**src/rtl/prng_err_counter.sv**
```systemverilog
// Saturating mismatch counter. A clear that coincides with a new mismatch
// leaves the count at one so that error is not lost.
module prng_err_counter #(
  parameter int CNT_W = 8
) (
  input  logic             clk,
  input  logic             rst_n,
  input  logic             clr_i,
  input  logic             inc_i,
  output logic [CNT_W-1:0] count_o
);

  localparam logic [CNT_W-1:0] CNT_MAX  = {CNT_W{1'b1}};
  localparam logic [CNT_W-1:0] CNT_ZERO = {CNT_W{1'b0}};
  localparam logic [CNT_W-1:0] CNT_ONE  = CNT_W'(1);

  logic [CNT_W-1:0] count_q;
  logic [CNT_W-1:0] count_d;

  // Next count: clear has priority over increment, increment stops at all-ones.
  always_comb begin
    count_d = count_q;
    if (clr_i && inc_i) begin
      count_d = CNT_ONE;
    end else if (clr_i) begin
      count_d = CNT_ZERO;
    end else if (inc_i && (count_q != CNT_MAX)) begin
      count_d = count_q + CNT_ONE;
    end else begin
      count_d = count_q;
    end
  end

  // Count register.
  always_ff @(posedge clk or negedge rst_n) begin
    if (!rst_n) begin
      count_q <= CNT_ZERO;
    end else begin
      count_q <= count_d;
    end
  end

  assign count_o = count_q;

endmodule

```
**config.mk**
```make
export PLATFORM = sky130hd
export DESIGN_NAME = prng_err_counter
export DESIGN_NICKNAME = d
export VERILOG_FILES = /design/src/rtl/prng_err_counter.sv
export SDC_FILE = /design/constraint.sdc
export NUM_CORES = 1
export LEC_CHECK = 0
export BUFFER_PORTS_ARGS = -buffer_cell sky130_fd_sc_hd__buf_2
export CELL_PAD_IN_SITES_DETAIL_PLACEMENT = 1
export CELL_PAD_IN_SITES_GLOBAL_PLACEMENT = 1
export CORE_AREA = 2 2 39 41
export DETAILED_ROUTE_END_ITERATION = 16
export DIE_AREA = 0 0 41 43
export PLACE_DENSITY_LB_ADDON = 0.1
export REMOVE_ABC_BUFFERS = 1
export SYNTH_ARGS = -nofsm -noshare
export SYNTH_HDL_FRONTEND = slang
export SYNTH_SLANG_ARGS = --single-unit
```
**constraint.sdc**
```tcl
create_clock -name clk -period 3.7 [get_ports clk]
set_input_delay 0.925 -clock clk [delete_from_list [all_inputs] [get_ports clk]]
set_output_delay 0.925 -clock clk [all_outputs]
set_load 0.01 [all_outputs]
```
==> results.md, run 1 <==
- Detailed router's first-iteration violation count: 3
- Number of iterations in the first detailed-routing pass: 4
- Global-route usage over all layers: 16.87%
- Global-route wire length before repair: 1.973 mm
- PnR worst setup slack: 1899 ps
- Fraction of registers with async set/reset: 100.0%
- Cell area after technology mapping: 510.5 um^2
- Transition at the pin with the smallest max-transition slack: 305.3 ps
- Largest net degree at the start of global routing: 14
- Number of buffer and inverter stages on the critical path: 1
- Hold Buf Count CTS: 0
- Number of cells upsized or downsized after cts: 0
- Count of boundary I/O pins: 12
- Vias per std cell: 5.846
- Yosys top cell by area: sky130_fd_sc_hd__dfrtp_1
- Commonest cells after routing, fill and taps aside: 11 x sky130_fd_sc_hd__buf_2, 8 x sky130_fd_sc_hd__dfrtp_1
- Maximum fanout along the worst path: 8
- Skew-Pair Late Insertion Delay: 250 ps
- Via count of the first global-routing pass: 397
- Signal arrival time at the worst endpoint: 880 ps
- Y dimension of the die: 43 um
- Final GP Congestion: 0.7405
- Depth of the worst register-to-register path: 4
- Static leakage power: 0.2724 nW
- Post-detailed-placement half-perimeter wirelength: 889.5 um
- Hold Worst Slack: 509.8 ps
- Peak VDD IR: 0.0001425 V
- Dominant register cell in the synthesized netlist: sky130_fd_sc_hd__dfrtp_1
- Routed met3 length: 55 um
- RSZ-0062 raised after global routing: false
- Final number of max-transition violations: 0
- Outcome: completed
- Die X: 41 um
- Maximum buffer depth of the clock tree: 2
- Post-route clock period utilization: 48.66%
- Synthesis-to-layout area growth: 13.73%
- Required time at the endpoint of the critical path: 2770 ps
- Routed wl met2: 582 um
- Power, Total: 185.3 uW
- Ratio of cells with drive above 1 in the final layout: 27.42%
- Via count: 456
- Initial cell density of the core: 36.89%
- Number of buffers inserted during clock tree synthesis: 3
- Fraction of the yosys area taken by sequential cells: 39.22%
- Post-detailed-routing wire length: 1.203 mm
- Fin Setup TNS: 0 ps
- Final-stage net count: 69
- Average size of a mapped cell: 9.817 um^2
- Number of enable-type register cells in the synthesized netlist: 0
- Max transition margin: 79.36%
- Hold Fails Final Rpt: 0
- CP max-delay cell: sky130_fd_sc_hd__dfrtp_1
- Cell types with the largest area share after synthesis: sky130_fd_sc_hd__dfrtp_1 39%, sky130_fd_sc_hd__nor3b_1 4.4%, sky130_fd_sc_hd__a31oi_1 3.7%
- CTS Root Buffer Type: sky130_fd_sc_hd__clkbuf_4
- Setup Buffers After CTS: 0
- Post-synthesis cell type count: 29
- Core footprint: 1384 um^2
- Kind of start point of the critical path: register
- Endpoint type of the worst setup path: output pin
- Flip-flop count of the largest register after layout: 8
- WL per Instance: 15.42 um
- Cell count after synthesis: 52
- DRC: 0
- Total routed wire length on the met1 layer: 564 um
- Worst slack at placement: 1845 ps
- Clock tree sinks: 8
- Ordered cell list for the critical path: buf_2
- Maximum cell stage delay along the critical path: 460 ps
- Upper clock frequency limit: 555.4 MHz
- Most frequent standard cell in the layout excluding fill and tap cells: sky130_fd_sc_hd__buf_2
- Final setup violation count: 0
- CP delay by family, top: flip-flops
- Overall die area: 1763 um^2
- Type of the tightest min-delay check: input pin to asynchronous set/reset pin
- Yosys warning total: 0
- TritonCTS clock tree: yes
- Antenna cells: 0
- Clock slew at reported path FFs: 60 ps
- Yosys reg bits: 8
- Power density relative to cell area: 319.1 nW/um^2
- Area share of the leading cell type in the synthesized netlist: 39.22%
- Port Buffer Count: 11
- Critical path class: register to output pin
- Number of antenna violations at the first check in global routing: 0
- Post-detailed-route count of antenna-violating nets: 0
- Top Layer Used: met3
- Critical R2R Launch: count_o[0]
- Residual overflow from global routing: 0
- Number of inserted filler cells in the final layout: 169
- Count of standard-cell rows: 14
- H-tree depth reported by CTS: 1
- Post-route minimum period: 1801 ps
- Register-to-register path setup slack: 2060 ps
- Setup Skew: 7.195 ps
- End of the worst register-to-register path: count_o[7]
- Number of maximum-capacitance constraint violations: 0
power by group:
group / switching (mW) / internal (mW)
clock: 0.0291 / 0.0371
sequential: 0.00593 / 0.0908
combinational: 0.0127 / 0.00972
cells by family after synthesis:
group           Yosys count  synth area share, %
mux                       3                7.107
simple gates             25                30.64
flops                     8                39.22
buf+inv                   5                6.125
fa+ha+maj                 1                2.451
compound gates           10                14.46
area by class of cell:
type / instances / area (um^2) / share of cell area (%)
multi-input cells: 39 / 279.0 / 48.06
inverters: 1 / 3.754 / 0.6466
clock buffers: 3 / 22.52 / 3.879
repair buffers: 11 / 55.05 / 9.483
well taps: 16 / 20.02 / 3.448
flip-flops and latches: 8 / 200.2 / 34.48
cells in the mapped netlist (2+ instances only):
cell type	instances
sky130_fd_sc_hd__nor3_1	2
sky130_fd_sc_hd__nand2b_1	2
sky130_fd_sc_hd__o21bai_1	2
sky130_fd_sc_hd__nor3b_1	3
sky130_fd_sc_hd__nand3_1	3
sky130_fd_sc_hd__a31oi_1	3
sky130_fd_sc_hd__nor2b_1	3
sky130_fd_sc_hd__dfrtp_1	8
sky130_fd_sc_hd__nand4_1	3
sky130_fd_sc_hd__nor2_1	2
sky130_fd_sc_hd__and4_1	2
sky130_fd_sc_hd__a21oi_1	2
stage by stage:
step / instances / cell area, um^2 / utilization, %
floorplan: 48 / 483.0 / -
global placement: 75 / 558.0 / 40.33
detailed placement: 75 / 558.0 / 40.33
CTS: 78 / 580.6 / 41.95
global route: 78 / 580.6 / 41.95
finish: 78 / 580.6 / 41.95
layer usage:
metal | up-vias | global-route usage (%)
li1 | 218 | -
met1 | 229 | 24.26
met5 | - | 0
met2 | 9 | 23.44
met4 | 0 | 6.000
met3 | 0 | 4.712
worst max-delay path by stage:
stage	from	end	slack (ps)	depth (start not counted)
4_1_cts	count_o[2]	count_o[2]	1880	1
2_1_floorplan	inc_i	count_o[5]	2060	3
3_5_place_dp	inc_i	count_o[5]	1850	4
3_3_place_gp	inc_i	count_o[5]	1860	4
6_report	count_o[2]	count_o[2]	1900	1
5_1_grt	count_o[2]	count_o[2]	1830	1
Note: power is estimated with default switching activity, not from simulation.
==> run 2, diff against run 1 <==
--- a/config.mk
+++ b/config.mk
@@ -8,9 +8,9 @@
 export BUFFER_PORTS_ARGS = -buffer_cell sky130_fd_sc_hd__buf_2
 export CELL_PAD_IN_SITES_DETAIL_PLACEMENT = 1
 export CELL_PAD_IN_SITES_GLOBAL_PLACEMENT = 1
-export CORE_AREA = 2 2 39 41
+export CORE_AREA = 2 2 43 45
 export DETAILED_ROUTE_END_ITERATION = 16
-export DIE_AREA = 0 0 41 43
+export DIE_AREA = 0 0 45 47
 export PLACE_DENSITY_LB_ADDON = 0.1
 export REMOVE_ABC_BUFFERS = 1
 export SYNTH_ARGS = -nofsm -noshare
==> constraint.sdc (replaced) <==
create_clock -name clk -period 1.6 [get_ports clk]
set_input_delay 0.4 -clock clk [delete_from_list [all_inputs] [get_ports clk]]
set_output_delay 0.4 -clock clk [all_outputs]
set_load 0.01 [all_outputs]
==> run 2 against run 1 <==
- sequential cell count unchanged
- combinational power rose to 3.4 times the previous value
- worst setup slack got worse by 1800 ps
- first-iteration DRC count fell by 33%
- sequential share of layout area is 3.0 points lower
- clock power increased by 150%
- die area grew 20%
- critical path depth grew 3
- count of clock-buffer cells in the layout did not move
- non-clock buffer count rose by 7
- cell area increased by 9.7%
- routed wire length increased by 10%
==> results.md, run 2 (synthesis results as in run 1) <==
- Die X: 45 um (+9.8%)
- Post-route clock period utilization: 94.10%
- Global-route usage over all layers: 14.97% (-1.9 points)
- Transition at the pin with the smallest max-transition slack: 303.0 ps (-2.308 ps)
- Power, Total: 455.8 uW (+150%)
- Clock tree sinks: 8 (unchanged)
- Post-route insts no fill: 86 (+10%)
- Post-detailed-placement half-perimeter wirelength: 932.5 um (+4.8%)
- Port Buffer Count: 11 (unchanged)
- Setup Skew: 1.712 ps (-5.483 ps)
- CTS Root Buffer Type: sky130_fd_sc_hd__clkbuf_4
- Signal arrival time at the worst endpoint: 1640 ps (+760 ps)
- Number of maximum-capacitance constraint violations: 0 (unchanged)
- Register-to-register path setup slack: 90 ps (-1970 ps)
- Peak VDD IR: 0.0003067 V (+120%)
- Type of the tightest min-delay check: input pin to register
- Via count of the first global-routing pass: 492 (+24%)
- RSZ-0062 raised after global routing: false
- Hold Worst Slack: 494.0 ps (-15.76 ps)
- Final-stage net count: 76 (+10%)
- Number of buffer and inverter stages on the critical path: 0 (-1)
- Largest net degree at the start of global routing: 14 (unchanged)
- Static leakage power: 0.3084 nW (+13%)
- Post-detailed-route count of antenna-violating nets: 0 (unchanged)
- Summed area of non-filler cells in the final layout: 636.9 um^2 (+9.7%)
- Cells after DPL: 82 (+9.3%)
- Area occupied by multi-input gates: 279.0 um^2 (unchanged)
- Ratio of cells with drive above 1 in the final layout: 33.33% (+5.9 points)
- Maximum buffer depth of the clock tree: 2 (unchanged)
- Clock slew at reported path FFs: 60 ps (about the same)
- Skew-Pair Late Insertion Delay: 260 ps (about the same)
- Number of buffers inserted during clock tree synthesis: 3 (unchanged)
- Count of boundary I/O pins: 12 (unchanged)
- TritonCTS clock tree: yes
- Number of inserted filler cells in the final layout: 210 (+24%)
- FF+latch area: 200.2 um^2 (unchanged)
- Maximum fanout along the worst path: 8 (unchanged)
- WL per Instance: 15.41 um (-0.10%)
- Setup Buffers After CTS: 0 (unchanged)
- Number of iterations in the first detailed-routing pass: 3 (-1)
- Kind of start point of the critical path: register
- Count of standard-cell rows: 15 (+1)
- Overall die area: 2115 um^2 (+20%)
- Hold Fails Final Rpt: 0 (unchanged)
- Number of antenna violations at the first check in global routing: 0 (unchanged)
- Residual overflow from global routing: 0 (unchanged)
- Global-route wire length before repair: 2.187 mm (+11%)
- Worst slack at placement: 112.4 ps (-1733 ps)
- Most frequent standard cell in the layout excluding fill and tap cells: sky130_fd_sc_hd__buf_2
- Ordered cell list for the critical path: ha_1 -> and4_1 -> nor4b_1 -> nor3b_1
- DRC: 0 (unchanged)
- Final number of max-transition violations: 0 (unchanged)
- Y dimension of the die: 47 um (+9.3%)
- Initial cell density of the core: 30.91% (-6.0 points)
- PnR worst setup slack: 94.44 ps (-1805 ps)
- Maximum cell stage delay along the critical path: 380 ps (-80 ps)
- Flip-flop count of the largest register after layout: 8 (unchanged)
- Area after DPL: 604.3 um^2 (+8.3%)
- H-tree depth reported by CTS: 1 (unchanged)
- Power density relative to cell area: 715.7 nW/um^2 (+120%)
- Outcome: completed
- Via count: 469 (+2.9%)
- Core footprint: 1652 um^2 (+19%)
- Commonest cells after routing, fill and taps aside: 11 x sky130_fd_sc_hd__buf_2, 8 x sky130_fd_sc_hd__dfrtp_1, 6 x sky130_fd_sc_hd__buf_4
- Hold Buf Count CTS: 1 (+1)
- CP delay by family, top: simple AND/OR/NAND/NOR gates
- Number of cells upsized or downsized after cts: 0 (unchanged)
- Endpoint type of the worst setup path: register
- Final GP Congestion: 0.6803 (-8.1%)
- Antenna cells: 0 (unchanged)
- Critical path class: register to register
- Final setup violation count: 0 (unchanged)
- Fin Setup TNS: 0 ps (unchanged)
- Detailed router's first-iteration violation count: 2 (-1)
- CP max-delay cell: sky130_fd_sc_hd__dfrtp_1
- Post-detailed-routing wire length: 1.325 mm (+10%)
- Final core utilization: 38.56% (-3.4 points)
- Max transition margin: 79.51% (+0.16 points)
- Synthesis-to-layout area growth: 24.75%
- Upper clock frequency limit: 664.2 MHz
- Required time at the endpoint of the critical path: 1730 ps (-1040 ps)
- Vias per std cell: 5.453 (-6.7%)
- Post-route minimum period: 1506 ps
## run 2: area by class of cell
| class | instances | share of cell area, % |
|---|---|---|
| repair buffers | 18 | 17.29 |
| clock buffers | 3 | 3.536 |
| well taps | 17 | 3.340 |
| inverters | 1 | 0.5894 |
| multi-input cells | 39 | 43.81 |
| flip-flops and latches | 8 | 31.43 |
## run 2: path summary, 6_finish.rpt
kind                       depth (start not counted)          to       start
max                                                4  count_o[7]  count_o[0]
min                                                2  count_o[6]       clr_i
max reg2reg                                        4  count_o[7]  count_o[0]
min reg2reg                                        2  count_o[4]  count_o[4]
max in group asynchronous                          2  count_o[3]       rst_n
min in group asynchronous                          2  count_o[4]       rst_n
## run 2: per-layer routing
metal / share of wire [%] / global-route usage [%] / vias to the layer above
li1: - / - / 229
met1: 47 / 18.41 / 223
met2: 45 / 24.00 / 13
met3: 5.8 / 3.462 / 4
met4: 1.4 / 8.824 / 0
met5: 0 / 0 / -
## run 2: report_power, final
part	switching, mW	internal, mW	leakage, nW
Sequential	0.00527	0.210	0.109
Combinational	0.0422	0.0337	0.186
Clock	0.0783	0.0865	0.0138
Total	0.126	0.330	0.308
